==> config.mk <==
export PLATFORM = sky130hd
export DESIGN_NAME = axi_wr_rsp_gen
export DESIGN_NICKNAME = d
export VERILOG_FILES = /design/src/rtl/axi_wr_rsp_gen.sv
export SDC_FILE = /design/constraint.sdc
export NUM_CORES = 1
export LEC_CHECK = 0
export CAP_MARGIN = 25
export CORE_ASPECT_RATIO = 2
export CORE_UTILIZATION = 50
export CTS_CLUSTER_SIZE = 12
export DETAILED_ROUTE_END_ITERATION = 8
export PLACE_DENSITY = 0.75
export RECOVER_POWER = 50
export SETUP_SLACK_MARGIN = 0.05
export SYNTH_ARGS = -nofsm -noshare
export SYNTH_HDL_FRONTEND = slang
export SYNTH_SLANG_ARGS = --single-unit
==> constraint.sdc <==
create_clock -name clk -period 2.44 [get_ports clk]
set_clock_uncertainty 0.1 [all_clocks]
set_input_delay 0.488 -clock clk [delete_from_list [all_inputs] [get_ports clk]]
set_output_delay 0.488 -clock clk [all_outputs]
set_load 0.01 [all_outputs]
==> src/rtl/axi_wr_rsp_gen.sv <==
`default_nettype none
// ============================================================================
//  Module      : axi_wr_rsp_gen
//  Description : Slave-side AXI write-response generator. Queues accepted AW
//                entries ({id, decode error}) and completed W bursts
//                ({error}), pairs them in arrival order and presents one B
//                response per pair through a single holding register.
//  Ports       : clk, rst_n           - clock / async active-low reset
//                aw_push_i/id_i/err_i - AW acceptance record
//                aw_full_o            - AW queue full (hold awready low)
//                w_last_i/w_err_i     - W burst completion record
//                w_full_o             - W queue full (hold wready low)
//                bvalid_o/bready_i    - B channel handshake
//                bid_o/bresp_o        - B channel payload, buser_o tied 0
//                ovf_err_o            - sticky: a push was dropped while full
//                outstanding_o        - AW entries not yet moved into B
//  Revision    : 1.0 - initial release
// ============================================================================
module axi_wr_rsp_gen #(
   parameter int ID_MAX_WIDTH = 12,
   parameter int DEPTH        = 4
) (
   input  logic                      clk,
   input  logic                      rst_n,
   input  logic                      aw_push_i,
   input  logic [ID_MAX_WIDTH-1:0]   aw_id_i,
   input  logic                      aw_err_i,
   output logic                      aw_full_o,
   input  logic                      w_last_i,
   input  logic                      w_err_i,
   output logic                      w_full_o,
   output logic                      bvalid_o,
   input  logic                      bready_i,
   output logic [ID_MAX_WIDTH-1:0]   bid_o,
   output logic [1:0]                bresp_o,
   output logic                      buser_o,
   output logic                      ovf_err_o,
   output logic [$clog2(DEPTH):0]    outstanding_o
);

   localparam int PTR_W = $clog2(DEPTH);
   localparam int CNT_W = PTR_W + 1;
   localparam int AW_W  = ID_MAX_WIDTH + 1;

   localparam logic [1:0] C_RESP_OKAY   = 2'b00;
   localparam logic [1:0] C_RESP_SLVERR = 2'b10;
   localparam logic [1:0] C_RESP_DECERR = 2'b11;

   // ---------------------------------------------------------------- storage
   logic [AW_W-1:0]         aw_mem_q [DEPTH];
   logic                    w_mem_q  [DEPTH];

   logic [PTR_W-1:0]        aw_wr_ptr_q, aw_wr_ptr_d;
   logic [PTR_W-1:0]        aw_rd_ptr_q, aw_rd_ptr_d;
   logic [CNT_W-1:0]        aw_cnt_q,    aw_cnt_d;
   logic [PTR_W-1:0]        w_wr_ptr_q,  w_wr_ptr_d;
   logic [PTR_W-1:0]        w_rd_ptr_q,  w_rd_ptr_d;
   logic [CNT_W-1:0]        w_cnt_q,     w_cnt_d;

   logic                    bvalid_q,    bvalid_d;
   logic [ID_MAX_WIDTH-1:0] bid_q,       bid_d;
   logic [1:0]              bresp_q,     bresp_d;
   logic                    ovf_q,       ovf_d;

   logic                    aw_full, w_full;
   logic                    aw_wr_en, w_wr_en, load;
   logic [AW_W-1:0]         aw_head;
   logic                    w_head;

   // Full flags come straight from the count registers, so they are glitch-free
   // and already reflect any pop on the previous edge.
   assign aw_full  = (aw_cnt_q == CNT_W'(DEPTH));
   assign w_full   = (w_cnt_q  == CNT_W'(DEPTH));

   // A push while full is dropped even if a pop happens the same edge.
   assign aw_wr_en = aw_push_i && !aw_full;
   assign w_wr_en  = w_last_i  && !w_full;

   assign aw_head  = aw_mem_q[aw_rd_ptr_q];
   assign w_head   = w_mem_q[w_rd_ptr_q];

   // Move a matched pair into B whenever the holding register is free or
   // being emptied this cycle; this sustains one response per cycle.
   assign load = (aw_cnt_q != '0) && (w_cnt_q != '0) && (!bvalid_q || bready_i);

   // --------------------------------------------------------- next state
   always_comb begin
      aw_wr_ptr_d = aw_wr_ptr_q;
      aw_rd_ptr_d = aw_rd_ptr_q;
      aw_cnt_d    = aw_cnt_q;
      w_wr_ptr_d  = w_wr_ptr_q;
      w_rd_ptr_d  = w_rd_ptr_q;
      w_cnt_d     = w_cnt_q;
      bvalid_d    = bvalid_q;
      bid_d       = bid_q;
      bresp_d     = bresp_q;
      ovf_d       = ovf_q;

      if (aw_wr_en) aw_wr_ptr_d = aw_wr_ptr_q + PTR_W'(1);
      if (w_wr_en)  w_wr_ptr_d  = w_wr_ptr_q  + PTR_W'(1);
      if (load) begin
         aw_rd_ptr_d = aw_rd_ptr_q + PTR_W'(1);
         w_rd_ptr_d  = w_rd_ptr_q  + PTR_W'(1);
      end

      case ({aw_wr_en, load})
         2'b10:   aw_cnt_d = aw_cnt_q + CNT_W'(1);
         2'b01:   aw_cnt_d = aw_cnt_q - CNT_W'(1);
         default: aw_cnt_d = aw_cnt_q;
      endcase
      case ({w_wr_en, load})
         2'b10:   w_cnt_d = w_cnt_q + CNT_W'(1);
         2'b01:   w_cnt_d = w_cnt_q - CNT_W'(1);
         default: w_cnt_d = w_cnt_q;
      endcase

      if ((aw_push_i && aw_full) || (w_last_i && w_full)) ovf_d = 1'b1;

      if (load) begin
         bvalid_d = 1'b1;
         bid_d    = aw_head[AW_W-1:1];
         // Decode error dominates a slave error from the data phase.
         if (aw_head[0])  bresp_d = C_RESP_DECERR;
         else if (w_head) bresp_d = C_RESP_SLVERR;
         else             bresp_d = C_RESP_OKAY;
      end else if (bready_i) begin
         bvalid_d = 1'b0;
      end
   end

   // -------------------------------------------------------- registers
   always_ff @(posedge clk or negedge rst_n) begin
      if (!rst_n) begin
         aw_wr_ptr_q <= '0;
         aw_rd_ptr_q <= '0;
         aw_cnt_q    <= '0;
         w_wr_ptr_q  <= '0;
         w_rd_ptr_q  <= '0;
         w_cnt_q     <= '0;
         bvalid_q    <= 1'b0;
         bid_q       <= '0;
         bresp_q     <= C_RESP_OKAY;
         ovf_q       <= 1'b0;
      end else begin
         aw_wr_ptr_q <= aw_wr_ptr_d;
         aw_rd_ptr_q <= aw_rd_ptr_d;
         aw_cnt_q    <= aw_cnt_d;
         w_wr_ptr_q  <= w_wr_ptr_d;
         w_rd_ptr_q  <= w_rd_ptr_d;
         w_cnt_q     <= w_cnt_d;
         bvalid_q    <= bvalid_d;
         bid_q       <= bid_d;
         bresp_q     <= bresp_d;
         ovf_q       <= ovf_d;
      end
   end

   // Entry storage needs no reset: an entry is only read once its count
   // says it was written.
   always_ff @(posedge clk) begin
      if (aw_wr_en) aw_mem_q[aw_wr_ptr_q] <= {aw_id_i, aw_err_i};
      if (w_wr_en)  w_mem_q[w_wr_ptr_q]   <= w_err_i;
   end

   // ---------------------------------------------------------- outputs
   assign aw_full_o     = aw_full;
   assign w_full_o      = w_full;
   assign bvalid_o      = bvalid_q;
   assign bid_o         = bid_q;
   assign bresp_o       = bresp_q;
   assign buser_o       = 1'b0;
   assign ovf_err_o     = ovf_q;
   assign outstanding_o = aw_cnt_q;

endmodule
`default_nettype wire
==> metrics.md, run 1 <==
| Metric | Value |
|---|---|
| Status | complete, no violations |
| CP Capture Type | output port |
| Largest net degree at the start of global routing | 31 |
| Util after Layout | 66.1% |
| Share of cells above drive strength 1 | 26.4% |
| DRC viols | 0 |
| Mean area per synthesized cell | 19.1 µm² |
| Post-synthesis cell area | 3490 µm² |
| Root Buffer | clkbuf_16 |
| Unique masters post-synth | 29 |
| DR vias/cell | 5.13 |
| Worst Path Max Fanout | 5 |
| WL/cell | 17.1 µm |
| Initial Util | 52.3% |
| Critical Path RT | 1.85 ns |
| PD cells | 1320 nW/µm² |
| Clock net sink count | 86 |
| Clk buf depth | 2 |
| Fmax achieved | 447 MHz |
| Final period util | 91.6% |
| Most frequent cells in the layout | edfxtp_1, dfrtp_1, clkdlybuf4s50_1 |
| Net count after synthesis | 214 |
| Ant. Diodes | 0 |
| Initial antenna violation count | 0 |
| Initial DRT Pass Iterations | 4 |
| Antenna-violating nets left | 0 |
| Vias in the first global route | 1860 |
| Post-layout power | 5.84 mW |
| CP Class | reg -> out |
| Die width | 61.1 µm |
| CP Data Arrival Time | 1.65 ns |
| Worst min path class | reg -> reg |
| Die span in y | 120 µm |
| TritonCTS clock tree | built |
| Nets | 272 |
| Minimum clock period | 2.24 ns |
| CTS Buf Count | 9 |
| Slew HR | 43.9% |
| GRT overflow | 0 |
| Commonest non-fill, non-tap cell in the layout | edfxtp_1 |
| Fin. Hold Viols | 0 |
| Number of port buffers | 39 |
| # IOs | 41 |
| CTS clk-pin slew, worst paths | 0.06 ns |
| Core Box Area | 6670 µm² |
| Clock insertion delay at the later pin of the skew report | 0.34 ns |
| Routed wire length | 5720 µm |
| 1st-iter DRT viols | 46 |
| Worst VDD drop | 0.000841 V |
| Die area | 7350 µm² |
| Layout area overhead | 26.4% |
| Synth Register Bits | 86 |
| Setup TNS | 0 ns |
| Max Slew Vio Count | 0 |
| Dpl cells | 318 |
| Global Route Usage Sum | 19.2% |
| Hpwl dp | 3780 µm |
| Detailed-route via count | 1712 |
| Global-route wire length before repair | 9380 µm |
| # hold bufs at CTS | 0 |
| RD Place Congestion | 0.734 |
| Worst-margin pin slew | 0.841 ns |
| Num rows | 42 |
| P_leak | 1.67 nW |
| Layout Cells excl Fill | 334 |
| Setup repair bufs after CTS | 0 |
| Post-Synthesis Cells | 183 |
| Post-cts sizing count | 0 |
| H-tree levels | 3 |
| Fillcell total | 480 |
| CP startpoint kind | flop |
| Max Cap Viol | 0 |
| RSZ-0062 raised after global routing | false |
| Register area share after synthesis | 69.6% |
| Ys Warns | 0 |
| # setup viols final | 0 |
==> cells by family after synthesis <==
family | count (synthesis) | share of synthesized area (%)
compound gates | 3 | 0.609
xor+xnor | 12 | 3.01
simple gates | 23 | 4.33
buf+inv | 15 | 2.47
mux | 31 | 15.1
other cells | 1 | 0.107
fa+ha+maj | 12 | 4.73
flops | 86 | 69.6
==> power breakdown <==
group / internal [mW] / switching, mW
logic: 1.23 / 0.831
registers: 2.03 / 0.289
clock network: 0.925 / 0.534
total: 4.19 / 1.65
==> critical path, stage by stage (launching register included) <==
cell and delay [ns]:
dfrtp_1 0.47, nor3b_2 0.26, clkdlybuf4s50_1 0.58
==> path summary, 6_finish.rpt <==
path                       depth (start not counted)  slack (ns)                to              from
setup reg to reg                                   7        0.24  outstanding_o[2]  outstanding_o[1]
hold / removal                                     1        0.40          bid_o[3]          bid_o[3]
max in group asynchronous                          2        1.02          bid_o[2]             rst_n
min in group asynchronous                          2        0.66          bid_o[6]             rst_n
hold reg to reg                                    1        0.40          bid_o[3]          bid_o[3]
setup / recovery                                   2        0.20         aw_full_o  outstanding_o[0]
==> stage by stage <==
step	cell area [µm²]	setup slack, ns	hold slack, ns
after CTS	4420	0.0777	0.409
after global routing	4410	0.128	0.422
after detailed placement	4090	-0.0801	0.393
final	4410	0.204	0.404
after floorplan	3500	0.0850	0.0924
after global placement	4090	-0.0504	0.370
==> cells in the mapped netlist <==
library cell / number / area share [%]
buf_4: 1 / 0.21
or2b_2: 1 / 0.25
nor2_1: 3 / 0.32
edfxtp_1: 56 / 48
nor3b_1: 2 / 0.43
buf_6: 1 / 0.32
mux2i_1: 1 / 0.29
a31oi_1: 1 / 0.18
dfrtp_1: 30 / 21
and3_4: 1 / 0.32
a21oi_1: 1 / 0.14
mux2_4: 6 / 2.6
mux4_2: 14 / 9.0
nand4_1: 2 / 0.36
nand2_1: 2 / 0.21
clkbuf_1: 1 / 0.11
and2_1: 8 / 1.4
inv_1: 9 / 0.97
a221o_1: 1 / 0.29
ha_1: 10 / 3.6
conb_1: 1 / 0.11
buf_12: 1 / 0.57
xor2_1: 5 / 1.3
mux2_2: 10 / 3.2
fa_1: 2 / 1.1
nor2b_1: 2 / 0.36
xnor2_1: 7 / 1.8
or3_4: 2 / 0.64
buf_2: 2 / 0.29
==> final cells by class <==
cell class | instances | area [µm²] | share of cell area, %
Timing Repair Buffer | 53 | 523 | 11.8
Inverter | 9 | 33.8 | 0.765
Clock inverter | 5 | 82.6 | 1.87
Clock buffer | 11 | 243 | 5.50
Sequential cell | 86 | 2430 | 55.1
Tap cell | 88 | 110 | 2.49
Multi-Input combinational cell | 82 | 990 | 22.4
==> routing by layer <==
metal | part of all wire, % | wire length, µm | vias up | GRT usage (%)
li1 | - | - | 791 | -
met1 | 37 | 2100 | 869 | 21.0
met2 | 56 | 3210 | 37 | 31.5
met3 | 3.5 | 199 | 15 | 4.71
met4 | 3.6 | 206 | 0 | 12.5
met5 | 0 | 0 | - | 0
==> sequential cells by signal, summed over array words and instances (netlist names) <==
signal and flops:
aw_mem_q 52, aw_rd_ptr_q 2, aw_wr_ptr_q 2, bid_o 12, bresp_o 2, bvalid_o 1
outstanding_o 3, ovf_err_o 1, w_cnt_q 3, w_mem_q 4, w_rd_ptr_q 2, w_wr_ptr_q 2
(Power assumes the default switching activity.)
==> run 2, diff against run 1 <==
--- a/config.mk
+++ b/config.mk
@@ -10,6 +10,7 @@
 export CORE_UTILIZATION = 50
 export CTS_CLUSTER_SIZE = 12
 export DETAILED_ROUTE_END_ITERATION = 8
+export GPL_ROUTABILITY_DRIVEN = 1
 export PLACE_DENSITY = 0.75
 export RECOVER_POWER = 50
 export SETUP_SLACK_MARGIN = 0.05
==> results of run 2 <==
The final DEF is identical to that of run 1; final timing and power are the same.
==> run 3, diff against run 2 <==
--- a/config.mk
+++ b/config.mk
@@ -7,11 +7,12 @@
 export LEC_CHECK = 0
 export CAP_MARGIN = 25
 export CORE_ASPECT_RATIO = 2
-export CORE_UTILIZATION = 50
+export CORE_UTILIZATION = 52
+export CTS_BUF_LIST = sky130_fd_sc_hd__clkbuf_2
 export CTS_CLUSTER_SIZE = 12
 export DETAILED_ROUTE_END_ITERATION = 8
 export GPL_ROUTABILITY_DRIVEN = 1
-export PLACE_DENSITY = 0.75
+export PLACE_DENSITY = 0.78
 export RECOVER_POWER = 50
 export SETUP_SLACK_MARGIN = 0.05
 export SYNTH_ARGS = -nofsm -noshare
==> constraint.sdc (replaced) <==
create_clock -name clk -period 1.8 [get_ports clk]
set_clock_uncertainty 0.1 [all_clocks]
set_input_delay 0.36 -clock clk [delete_from_list [all_inputs] [get_ports clk]]
set_output_delay 0.36 -clock clk [all_outputs]
set_load 0.01 [all_outputs]
==> metrics.md, run 3 (same netlist as run 1, synthesis figures left out) <==
| Metric | Value |
|---|---|
| Post-layout power | 7.90 mW |
| Fillcell total | 416 |
| Worst R2R Path Depth | 8 |
| Number of port buffers | 39 |
| DR vias/cell | 5.15 |
| Max Cap Viol | 0 |
| WL/cell | 17.2 µm |
| Die area | 7070 µm² |
| Worst VDD drop | 0.00144 V |
| Share of cells above drive strength 1 | 46.4% |
| GRT overflow | 0 |
| CTS clk-pin slew, worst paths | 0.22 ns |
| PD cells | 1700 nW/µm² |
| P_leak | 1.87 nW |
| H-tree levels | 3 |
| Clock insertion delay at the later pin of the skew report | 0.50 ns |
| Ant. Diodes | 0 |
| Dpl cells | 335 |
| RD Place Congestion | 0.686 |
| Max Slew Vio Count | 0 |
| 1st-iter DRT viols | 65 |
| RSZ-0062 raised after global routing | true |
| Register with the most flip-flops | aw_mem_q |
| CP Capture Type | flop |
| Layout Cells excl Fill | 375 |
| Crit Reg-Reg Endpoint | outstanding_o[2] |
| Layout area overhead | 33.3% |
| Worst Path Max Fanout | 3 |
| Global Route Usage Sum | 19.5% |
| # IOs | 41 |
| CP Class | reg -> reg |
| Minimum clock period | 2.23 ns |
| Final period util | 124% |
| Vias in the first global route | 2066 |
| Crit Reg-Reg Startpoint | w_cnt_q[1] |
| Fin. Hold Viols | 0 |
| Detailed-route via count | 1931 |
| Nets | 315 |
| Initial DRT Pass Iterations | 4 |
| # setup viols final | 21 |
| Commonest non-fill, non-tap cell in the layout | edfxtp_1 |
| Global-route wire length before repair | 9670 µm |
| Largest register FFs | 52 |
| Setup TNS | -3.69 ns |
| Antenna-violating nets left | 0 |
| Slew HR | 45.7% |
| CP Data Arrival Time | 2.57 ns |
| Final WS setup | -0.431 ns |
| Flop-to-flop setup slack | -0.43 ns |
| Clk buf depth | 2 |
| Largest net degree at the start of global routing | 31 |
| Num rows | 41 |
| Core Box Area | 6410 µm² |
| Routed wire length | 6460 µm |
| Initial antenna violation count | 0 |
| CP startpoint kind | flop |
| Status | complete, but fails checks |
| Critical Path RT | 2.14 ns |
| Die span in y | 118 µm |
| Finished Cell Area | 4660 µm² |
| Hpwl dp | 4270 µm |
| Placed cell area | 4230 µm² |
| TritonCTS clock tree | built |
| Util after Layout | 72.6% |
| Initial Util | 54.5% |
| Violated checks | setup timing |
| Clock net sink count | 86 |
| Die width | 60.0 µm |
| CTS Buf Count | 9 |
| Worst-margin pin slew | 0.815 ns |
| Root Buffer | clkbuf_2 |
| Most frequent cells in the layout | edfxtp_1, buf_4, dfrtp_1 |
| Worst min path class | in -> async |
| Fmax achieved | 448 MHz |
| DRC viols | 0 |
[run 3: changes by cell type in the layout (fill, tap and decap cells not counted), sizes merged]
cell | before | now
clkdlybuf4s50 | 24 | 3
buf | 11 | 61
clkbuf | 14 | 16
bufinv | 2 | 1
clkdlybuf4s15 | 0 | 10
clkinvlp | 0 | 2
dlygate4sd2 | 0 | 1
[run 3: cell type report]
cell class / instances / area [µm²] / area share [%]
clock inverters: 6 / 62.6 / 1.34
well taps: 86 / 108 / 2.31
inverters: 9 / 33.8 / 0.725
clock buffers: 10 / 50.0 / 1.07
flip-flops and latches: 86 / 2430 / 52.3
multi-input cells: 82 / 1070 / 22.9
repair buffers: 96 / 903 / 19.4
[run 3: timing repair]
item	4_1_cts	5_1_grt
setup buffers	14	13
endpoints found under the setup margin	63	84
resized for setup	52	51
hold buffers	0	0
pin swaps	8	14
hold endpoints to repair	0	0
[run 3: worst max-delay path by stage]
stage	endpoint	cells after the start	from
floorplan	outstanding_o[1]	7	outstanding_o[1]
global placement	outstanding_o[2]	8	bready_i
detailed placement	w_cnt_q[2]	9	bready_i
CTS	outstanding_o[2]	8	outstanding_o[0]
global route	w_cnt_q[2]	11	w_cnt_q[1]
finish	outstanding_o[2]	8	w_cnt_q[1]
[run 3: worst max-delay path, cell delays in order (launching register included)]
cell and delay [ns]:
dfrtp_1 0.48, buf_6 0.14, or3_4 0.39, and3_4 0.19
ha_4 0.16, fa_2 0.33, xnor2_1 0.13, nor2_1 0.11
xor2_1 0.15
[run 3: report_power, final]
part           internal (mW)  leakage [nW]  switching [mW]
combinational           2.34         0.950            1.56
clock                  0.321        0.0656           0.616
sequential              2.75         0.856           0.310
total                   5.41          1.87            2.49
[run 3: layer usage]
layer	GRT usage (%)	vias up	part of all wire [%]
li1	-	881	-
met2	35.8	51	60
met1	19.0	980	33
met4	8.14	0	3.7
met3	5.49	19	3.1
met5	0	-	0
[run 3: stage by stage]
step | worst slack, ns | hold slack, ns
floorplan | -0.500 | -0.0356
global placement | -0.491 | 0.372
detailed placement | -0.514 | 0.379
CTS | -0.378 | 0.0690
global route | -0.522 | 0.325
finish | -0.431 | 0.336
